## src/rtl/cop0_exception_ctrl_if.sv

```systemverilog
// Datapath <-> CP0 controller bus: commit flags, CP0 access and PC redirect/squash returns.
interface cop0_exception_ctrl_if #(
  parameter int unsigned IRQ_W = 5
);
  logic              i_valid;
  logic [31:0]       i_pc;
  logic              i_mtc0;
  logic              i_mfc0;
  logic              i_eret;
  logic              i_unknown;
  logic              i_overflow;
  logic [4:0]        i_cp0_addr;
  logic [31:0]       i_wdata;
  logic [IRQ_W-1:0]  i_irq;
  logic [31:0]       o_rdata;
  logic              o_redirect;
  logic [31:0]       o_target;
  logic              o_squash;
  logic              o_exl;

  modport master (
    output i_valid, i_pc, i_mtc0, i_mfc0, i_eret, i_unknown, i_overflow,
    output i_cp0_addr, i_wdata, i_irq,
    input  o_rdata, o_redirect, o_target, o_squash, o_exl
  );

  modport slave (
    input  i_valid, i_pc, i_mtc0, i_mfc0, i_eret, i_unknown, i_overflow,
    input  i_cp0_addr, i_wdata, i_irq,
    output o_rdata, o_redirect, o_target, o_squash, o_exl
  );
endinterface

```

## src/rtl/cop0_exception_ctrl.sv

```systemverilog
// CP0 controller: Status/Cause/EPC plus exception, interrupt and eret sequencing.
// Define COP0_TIMER_EN to build the Count/Compare timer and Cause.IP[7].
module cop0_exception_ctrl #(
  parameter logic [31:0] EXC_VECTOR = 32'h0000_0180,
  parameter int unsigned IRQ_W      = 5
) (
  input logic                  i_clk,
  input logic                  i_rst_n,
  cop0_exception_ctrl_if.slave bus
);
  localparam logic [4:0] ExcRi = 5'd10;
  localparam logic [4:0] ExcOv = 5'd12;

  logic [IRQ_W-1:0] irq_s1_q, irq_s2_q;
  logic [7:0]       im_q, im_d;
  logic             exl_q, exl_d, ie_q, ie_d;
  logic [1:0]       ip_sw_q, ip_sw_d;
  logic [4:0]       exc_code_q, exc_code_d;
  logic [31:0]      epc_q, epc_d;

  logic        timer_pend;
  logic [31:0] count_val, compare_val;
  logic [7:0]  ip;
  logic        int_pend, take_exc, take_int, take_eret, take_mtc0;
  logic        unused_mfc0;

  assign unused_mfc0 = bus.i_mfc0;

  assign ip       = {timer_pend, irq_s2_q, ip_sw_q};
  assign int_pend = ie_q & ~exl_q & (|(ip & im_q));

  // Reset gating keeps the datapath from redirecting while CP0 state is being cleared.
  assign take_exc  = i_rst_n & bus.i_valid & (bus.i_unknown | bus.i_overflow);
  assign take_int  = i_rst_n & bus.i_valid & ~take_exc & int_pend;
  assign take_eret = i_rst_n & bus.i_valid & ~take_exc & ~take_int & bus.i_eret;
  assign take_mtc0 = i_rst_n & bus.i_valid & ~take_exc & ~take_int & ~bus.i_eret & bus.i_mtc0;

  assign bus.o_redirect = take_exc | take_int | take_eret;
  assign bus.o_squash   = take_exc | take_int;
  assign bus.o_exl      = exl_q;

  always_comb begin
    bus.o_target = 32'h0;
    if (take_exc || take_int) begin
      bus.o_target = EXC_VECTOR;
    end else if (take_eret) begin
      bus.o_target = epc_q;
    end
  end

  always_comb begin
    bus.o_rdata = 32'h0;
    case (bus.i_cp0_addr)
      5'd9:    bus.o_rdata = count_val;
      5'd11:   bus.o_rdata = compare_val;
      5'd12:   bus.o_rdata = {16'h0, im_q, 6'h0, exl_q, ie_q};
      5'd13:   bus.o_rdata = {16'h0, ip, 1'b0, exc_code_q, 2'b00};
      5'd14:   bus.o_rdata = epc_q;
      default: bus.o_rdata = 32'h0;
    endcase
  end

  always_comb begin
    im_d       = im_q;
    exl_d      = exl_q;
    ie_d       = ie_q;
    ip_sw_d    = ip_sw_q;
    exc_code_d = exc_code_q;
    epc_d      = epc_q;
    if (take_exc) begin
      exl_d      = 1'b1;
      exc_code_d = bus.i_unknown ? ExcRi : ExcOv;
      // A nested exception keeps the original return address.
      if (!exl_q) epc_d = bus.i_pc;
    end else if (take_int) begin
      exl_d      = 1'b1;
      exc_code_d = 5'd0;
      epc_d      = bus.i_pc;
    end else if (take_eret) begin
      exl_d = 1'b0;
    end else if (take_mtc0) begin
      case (bus.i_cp0_addr)
        5'd12: begin
          im_d  = bus.i_wdata[15:8];
          exl_d = bus.i_wdata[1];
          ie_d  = bus.i_wdata[0];
        end
        5'd13:   ip_sw_d = bus.i_wdata[9:8];
        5'd14:   epc_d   = bus.i_wdata;
        default: ;
      endcase
    end
  end

  always_ff @(posedge i_clk or negedge i_rst_n) begin
    if (!i_rst_n) begin
      irq_s1_q   <= '0;
      irq_s2_q   <= '0;
      im_q       <= 8'h0;
      exl_q      <= 1'b0;
      ie_q       <= 1'b0;
      ip_sw_q    <= 2'b00;
      exc_code_q <= 5'd0;
      epc_q      <= 32'h0;
    end else begin
      irq_s1_q   <= bus.i_irq;
      irq_s2_q   <= irq_s1_q;
      im_q       <= im_d;
      exl_q      <= exl_d;
      ie_q       <= ie_d;
      ip_sw_q    <= ip_sw_d;
      exc_code_q <= exc_code_d;
      epc_q      <= epc_d;
    end
  end

`ifdef COP0_TIMER_EN
  logic [31:0] count_q, count_d, compare_q;
  logic        timer_q, wr_count, wr_compare;

  assign wr_count   = take_mtc0 && (bus.i_cp0_addr == 5'd9);
  assign wr_compare = take_mtc0 && (bus.i_cp0_addr == 5'd11);
  assign count_d    = wr_count ? bus.i_wdata : count_q + 32'd1;

  always_ff @(posedge i_clk or negedge i_rst_n) begin
    if (!i_rst_n) begin
      count_q   <= 32'h0;
      compare_q <= 32'hFFFF_FFFF;
      timer_q   <= 1'b0;
    end else begin
      count_q <= count_d;
      if (wr_compare) begin
        compare_q <= bus.i_wdata;
        timer_q   <= 1'b0;
      end else if (count_d == compare_q) begin
        timer_q <= 1'b1;
      end
    end
  end

  assign timer_pend  = timer_q;
  assign count_val   = count_q;
  assign compare_val = compare_q;
`else
  assign timer_pend  = 1'b0;
  assign count_val   = 32'h0;
  assign compare_val = 32'h0;
`endif
endmodule

```

## src/flat_wrapper.sv

```systemverilog
// flat-port wrapper written by rule: the top's interface ports become plain ports
module cop0_exception_ctrl_flat 
#(
  parameter logic [31:0] EXC_VECTOR = 32'h0000_0180,
  parameter int unsigned IRQ_W      = 5
)
  (i_clk, i_rst_n, bus_i_valid, bus_i_pc, bus_i_mtc0, bus_i_mfc0, bus_i_eret, bus_i_unknown, bus_i_overflow, bus_i_cp0_addr, bus_i_wdata, bus_i_irq, bus_o_rdata, bus_o_redirect, bus_o_target, bus_o_squash, bus_o_exl);
  cop0_exception_ctrl_if #(.IRQ_W(IRQ_W)) bus_i ();
  input logic i_clk;
  input logic i_rst_n;
  input wire logic [$bits(bus_i.i_valid)-1:0] bus_i_valid;
  input wire logic [$bits(bus_i.i_pc)-1:0] bus_i_pc;
  input wire logic [$bits(bus_i.i_mtc0)-1:0] bus_i_mtc0;
  input wire logic [$bits(bus_i.i_mfc0)-1:0] bus_i_mfc0;
  input wire logic [$bits(bus_i.i_eret)-1:0] bus_i_eret;
  input wire logic [$bits(bus_i.i_unknown)-1:0] bus_i_unknown;
  input wire logic [$bits(bus_i.i_overflow)-1:0] bus_i_overflow;
  input wire logic [$bits(bus_i.i_cp0_addr)-1:0] bus_i_cp0_addr;
  input wire logic [$bits(bus_i.i_wdata)-1:0] bus_i_wdata;
  input wire logic [$bits(bus_i.i_irq)-1:0] bus_i_irq;
  output wire logic [$bits(bus_i.o_rdata)-1:0] bus_o_rdata;
  output wire logic [$bits(bus_i.o_redirect)-1:0] bus_o_redirect;
  output wire logic [$bits(bus_i.o_target)-1:0] bus_o_target;
  output wire logic [$bits(bus_i.o_squash)-1:0] bus_o_squash;
  output wire logic [$bits(bus_i.o_exl)-1:0] bus_o_exl;
  assign bus_i.i_valid = bus_i_valid;
  assign bus_i.i_pc = bus_i_pc;
  assign bus_i.i_mtc0 = bus_i_mtc0;
  assign bus_i.i_mfc0 = bus_i_mfc0;
  assign bus_i.i_eret = bus_i_eret;
  assign bus_i.i_unknown = bus_i_unknown;
  assign bus_i.i_overflow = bus_i_overflow;
  assign bus_i.i_cp0_addr = bus_i_cp0_addr;
  assign bus_i.i_wdata = bus_i_wdata;
  assign bus_i.i_irq = bus_i_irq;
  assign bus_o_rdata = bus_i.o_rdata;
  assign bus_o_redirect = bus_i.o_redirect;
  assign bus_o_target = bus_i.o_target;
  assign bus_o_squash = bus_i.o_squash;
  assign bus_o_exl = bus_i.o_exl;
  cop0_exception_ctrl #(.EXC_VECTOR(EXC_VECTOR), .IRQ_W(IRQ_W)) u_core (.i_clk(i_clk), .i_rst_n(i_rst_n), .bus(bus_i));
endmodule
```

## config.mk

```make
export PLATFORM = sky130hd
export DESIGN_NAME = cop0_exception_ctrl_flat
export DESIGN_NICKNAME = d
export VERILOG_FILES = /design/src/rtl/cop0_exception_ctrl_if.sv /design/src/rtl/cop0_exception_ctrl.sv /design/src/flat_wrapper.sv
export SDC_FILE = /design/constraint.sdc
export NUM_CORES = 1
export LEC_CHECK = 0
export BUFFER_PORTS_ARGS = -buffer_cell sky130_fd_sc_hd__buf_4
export CORE_MARGIN = 2
export CORE_UTILIZATION = 47
export CTS_CLUSTER_SIZE = 12
export DETAILED_ROUTE_END_ITERATION = 10
export GPL_ROUTABILITY_DRIVEN = 0
export GPL_TIMING_DRIVEN = 0
export PLACE_DENSITY_LB_ADDON = 0.25
export SETUP_SLACK_MARGIN = 0.15
export SLEW_MARGIN = 20
export SYNTH_ARGS = -nofsm -noshare
export SYNTH_HDL_FRONTEND = slang
export SYNTH_SLANG_ARGS = --single-unit
```

## constraint.sdc

```tcl
create_clock -name i_clk -period 2.8 [get_ports i_clk]
set_clock_uncertainty 0.15 [all_clocks]
set_input_delay 0.56 -clock i_clk [delete_from_list [all_inputs] [get_ports i_clk]]
set_output_delay 0.56 -clock i_clk [all_outputs]
set_load 0.1 [all_outputs]
```

### Word level (Yosys, flattened, before mapping)

Cells that the tools add are included.

| cells by class | value |
|---|---|
| equality and inequality tests | 5 |
| bitwise gates (word level) | 19 |
| mux-type cells | 17 |
| reductions and logical operators | 11 |

Operators with widths:

| operator | count |
|---|---|
| $mux 32 | 8 |
| $pmux 32 s3 | 1 |
| $eq 5x4->1 const B | 3 |
| $and 1x1->1 | 10 |
| $mux 5 | 2 |
| $reduce_and 5->1 | 2 |
| $and 7x8->8 | 1 |
| $reduce_bool 4->1 | 2 |
| $reduce_or 8->1 | 1 |
| $reduce_bool 3->1 | 2 |
| $mux 1 | 5 |
| $not 1->1 | 5 |
| $reduce_and 4->1 | 1 |
| $mux 3 | 1 |
| $ne 3x1->1 const B | 1 |
| $or 1x1->1 | 3 |
| $ne 2x2->1 const B | 1 |
| $reduce_and 2->1 | 1 |
| $reduce_bool 2->1 | 1 |
| $logic_or 1x1->1 | 1 |

| storage, ports and cells | value |
|---|---|
| input port bits | 82 |
| output and inout bits | 67 |
| bits in registers | 59 |

### Longest topological paths before layout

| depth | value |
|---|---|
| word-level depth | 13 |
| gate-level depth with buffers | 7 |
| depth with buffers taken out | 5 |

### Least setup slack after synthesis

OpenSTA, ideal clock, no wires.

| path | value |
|---|---|
| path type | input-to-output |
| start point | input port bus_i_cp0_addr[4] |
| end point | output port bus_o_rdata[10] |
| buffers on the path | 1 |
| data arrival time | 3.123 ns |
| path slack | -1.033 ns |
| stages on the path | 4 |
| cells stage by stage | and3b_1 > nand2b_1 > clkbuf_1 > o21ai_0 |

| between the ends | value |
|---|---|
| longest elaborated chain between the ends | 2 |
| elaborated cells on any way between the ends | 4 |
| classes of those cells | eq/ne: 3; mux: 1 |

RTL lines:

| item | line | RTL |
|---|---|---|
| from (decl) | flat_wrapper.sv:18 | `input wire logic [$bits(bus_i.i_cp0_addr)-1:0] bus_i_cp0_addr;` |
| $eq 5x4->1 | cop0_exception_ctrl.sv:53 | `case (bus.i_cp0_addr)` |
| $pmux 32 s3 * | cop0_exception_ctrl.sv:53 |  |
| to (decl) | flat_wrapper.sv:21 | `output wire logic [$bits(bus_i.o_rdata)-1:0] bus_o_rdata;` |

Mark *: on every way between the ends. The rest lies on a longest branch, timed or not.

### Worst setup path after layout

| path | value |
|---|---|
| start point | register u_core.irq_s2_q[4] |
| end point | output port bus_o_target[27] |

| between the ends | value |
|---|---|
| longest elaborated chain between the ends | 9 |
| elaborated cells on any way between the ends | 10 |
| classes of those cells | mux: 2; bitwise: 6; reduce/logical: 2 |

RTL lines:

| item | line | RTL |
|---|---|---|
| from (decl) | cop0_exception_ctrl.sv:14 | `logic [IRQ_W-1:0] irq_s1_q, irq_s2_q;` |
| from (signal assigned) | cop0_exception_ctrl.sv:107 | `irq_s2_q <= irq_s1_q;` |
| $and 7x8->8 * | cop0_exception_ctrl.sv:30 | `assign int_pend = ie_q & ~exl_q & (\|(ip & im_q));` |
| $reduce_or 8->1 * | cop0_exception_ctrl.sv:30 |  |
| $and 1x1->1 * | cop0_exception_ctrl.sv:30 |  |
| $and 1x1->1 * | cop0_exception_ctrl.sv:34 | `assign take_int = i_rst_n & bus.i_valid & ~take_exc & int_pend;` |
| $not 1->1 | cop0_exception_ctrl.sv:35 | `assign take_eret = i_rst_n & bus.i_valid & ~take_exc & ~take_int & bus.i_eret;` |
| $and 1x1->1 (2 in a row) | cop0_exception_ctrl.sv:35 |  |
| $mux 32 | cop0_exception_ctrl.sv:46 | `end else if (take_eret) begin` |
| $mux 32 * | cop0_exception_ctrl.sv:44 | `if (take_exc \|\| take_int) begin` |
| to (decl) | flat_wrapper.sv:23 | `output wire logic [$bits(bus_i.o_target)-1:0] bus_o_target;` |

Marked as above.

==> results.md <==
* Outcome: finished, violations left
* Failing checks: negative hold slack, negative setup slack
* Antenna viol nets, final at 0
* Post-Synthesis Cells at 301
* Slew margin rel. at between 60% and 70%
* Area delta synth->final at 77.0%
* Die X at between 80 and 90 µm
* Leak at 2.68 nW
* Placed inst area at between 4000 and 5000 µm²
* Final Slew Violations at 0
* Non-filler cells in the finished layout at 555
* PortBufs at 146
* Seq/Total Area, Yosys at between 40% and 50%
* Rows at 29
* Final Cycle Share at 106%
* P_int at 1.79 mW
* Hold/Removal Path Class: in -> async
* Core area at 6350 µm²
* Distinct cells, synth at 31
* Clk network pwr share at approximately a third
* CTS tree: yes
* Final HPWL DP at 6550 µm
* DP Cell Count at ~520
* Routed wire per std cell at around 20 µm
* #FFs+latches synth at between 50 and 60
* VDD IR max at just under 500 µV
* Peak Freq at 0.338 GHz
* Nets at around 560
* Setup WS post-layout at -0.156 ns
* Setup TNS at -4.56 ns
* Clock slew at reported path FFs at about 0.080 ns
* RSZ-0062 raised after global routing: true
* Flip-flop and latch area at around 1400 µm²
* Root Buffer: clkbuf_8
* Global-route wire length before repair at between 15000 and 20000 µm
* CP required at 2.09 ns
* Die Y at ~85 µm
* Worst-path maximum fanout at 5
* Initial Util at 48.7%
* Die footprint at between 7000 and 8000 µm²
* Largest net degree at the start of global routing at 60
* First DRT Iteration DRCs at 249
* Multi-input logic area at around 1700 µm²
* Tmin final at 2.96 ns
* Ant diodes at 0
* Syn Std Cell Area at just over 3000 µm²
* CP Capture Type: output pin
* Pwr Total at ~2.7 mW
* Vias/cell at about 5.7
* Most frequent cells in the layout: buf_4 (94), dfrtp_1 (56), mux2i_1 (39), buf_12 (39), nor2_1 (34)
* Fill cell count at slightly below 300
* Critical path arrival at between 2 and 2.5 ns
* Synthesized area per cell at just over 10 µm²
* Worst path slowest cell: dfrtp_1
* CP peak stage delay at ~0.4 ns
* Post-route cell area at between 5000 and 6000 µm²
* Cell depth of the worst setup path at 7
* Kind of critical path: reg -> out
* CP delay by family, top: compound AO/OA/AOI/OAI gates
* Htree depth at 3
* TritonRoute pass-1 iters at 5
* Total Routing Usage GR at ~29%
* Final Hold Slack at -0.0159 ns
* Ys Warns at 0
* Inserted Clock Buffers at 9
* Clk_lat worst skew at between 0.3 and 0.4 ns
* Initial antenna violation count at 0
* Switching Power at just over 900 µW
* Maximum clock insertion buffer count at 2
* Clock Sink Count at between 50 and 60
* Fin. Hold Viols at 21
* Comb power frac at between 20% and 30%
* Final setup vio count at 34
* DRC at 0
* R2r worst-path depth at 10
* Total grt overflow at 0
* Power per standard cell area at around 500 nW/µm²
* Crit start category: flip-flop
* Share of cells above drive strength 1 at between 60% and 70%
* Vias in the first global route at 3092
* Worst path bufs/invs at 3
* Switching share of power at 34.3%
* CP cell instances: a222oi_1 -> buf_4 -> a31o_4 -> and4_4 -> buf_8 -> and2_4 -> buf_12
* Max Cap Viol at 0
* Flop pwr share at 40.7%
* Syn nets at approximately 380
* WL final at between 10000 and 15000 µm
* Post-CTS Hold Buffers at 0
* Vias at between 3k and 4k
* Io pins at around 150
* Slew @ Worst Pin at 0.497 ns
* Most common cell after layout, fill and taps aside: buf_4
registers in the layout, indices dropped and copies added, names as in the netlist:
signal / count
u_core.ie_q: 1
u_core.irq_s1_q: 5
u_core.epc_q: 32
u_core.irq_s2_q: 5
u_core.exc_code_q: 3
u_core.im_q: 8
u_core.ip_sw_q: 2
u_core.bus.o_exl: 1
cells in the mapped netlist:
| cell type | instances | area (µm²) |
|---|---|---|
| dfrtp_1 | 57 | 1430 |
| and2_1 | 49 | 307 |
| mux2i_1 | 39 | 390 |
| nor2_1 | 36 | 135 |
| a21oi_1 | 21 | 105 |
| nand2_1 | 14 | 52.6 |
| a21oi_2 | 11 | 96.3 |
| mux2_2 | 11 | 124 |
| o21ai_0 | 11 | 55.1 |
| clkbuf_1 | 8 | 30.0 |
| buf_2 | 7 | 35.0 |
| a22o_1 | 6 | 52.6 |
| inv_1 | 4 | 15.0 |
| and4_1 | 3 | 26.3 |
| buf_12 | 3 | 60.1 |
| a22oi_1 | 2 | 15.0 |
| a31oi_1 | 2 | 12.5 |
| buf_6 | 2 | 22.5 |
| nand2b_1 | 2 | 12.5 |
| or2_2 | 2 | 12.5 |
| a221oi_4 | 1 | 26.3 |
| a222oi_1 | 1 | 10.0 |
| a31o_2 | 1 | 8.76 |
| a32o_1 | 1 | 10.0 |
| a41oi_1 | 1 | 8.76 |
| and2_0 | 1 | 6.26 |
| and3_1 | 1 | 6.26 |
| and3b_1 | 1 | 8.76 |
| nor2b_1 | 1 | 6.26 |
| o21ai_2 | 1 | 8.76 |
| o32a_1 | 1 | 10.0 |
through the flow:
step           setup slack [ns]  hold slack [ns]  util, %
4_1_cts                  -0.114          0.00911     83.0
3_5_place_dp             -0.950            0.185     69.2
6_report                 -0.156          -0.0159     86.3
5_1_grt                  -0.201           0.0189     86.3
3_3_place_gp             -0.925            0.181     69.2
2_1_floorplan            -0.295            0.114        -
per-layer routing:
metal / track usage, % / vias to the layer above / wire length (µm)
met1: 36.9 / 1571 / 4230
met2: 49.4 / 177 / 6040
met4: 12.6 / 0 / 305
met3: 5.54 / 30 / 817
met5: 0 / - / 0
li1: - / 1379 / -
power groups by stage:
stage                     Combinational [mW]  Clock, mW  Sequential, mW
after floorplan                        0.425          0            1.08
after global placement                 0.604          0            1.09
after detailed placement               0.619          0            1.09
after CTS                              0.673      0.886            1.09
after global routing                   0.753      0.937            1.12
final                                  0.713      0.901            1.11
path summary, 6_finish.rpt:
path	from	end	slack [ns]
max	u_core.irq_s2_q[4]	bus_o_target[27]	-0.16
min	i_rst_n	u_core.epc_q[19]	-0.02
max reg2reg	u_core.irq_s2_q[4]	u_core.epc_q[7]	0.24
min reg2reg	u_core.irq_s1_q[0]	u_core.irq_s2_q[0]	0.20
max in group asynchronous	i_rst_n	u_core.bus.o_exl	2.13
min in group i_clk	bus_i_irq[4]	u_core.irq_s1_q[4]	0.17
cell type report:
type | instances | area share (%)
inverters | 4 | 0.343
well taps | 77 | 1.76
repair buffers | 160 | 33.1
flip-flops and latches | 57 | 26.1
multi-input cells | 221 | 30.6
plain buffers | 20 | 3.93
clock inverters | 7 | 1.87
clock buffers | 9 | 2.26
cell families (layout without fill, tap and decap cells):
group	count (synthesis)	count (layout)	share of synthesized area (%)
mux	50	50	16.6
flops	57	57	46.1
simple gates	110	111	18.5
compound gates	60	60	13.5
buf+inv	24	200	5.25
what timing repair did:
item	CTS	global route
gates resized for setup	159	52
cloned	4	0
buffers inserted	3	8
setup endpoints to repair	66	67
pin swaps	23	3
Note: power is estimated with default switching activity, not from simulation.
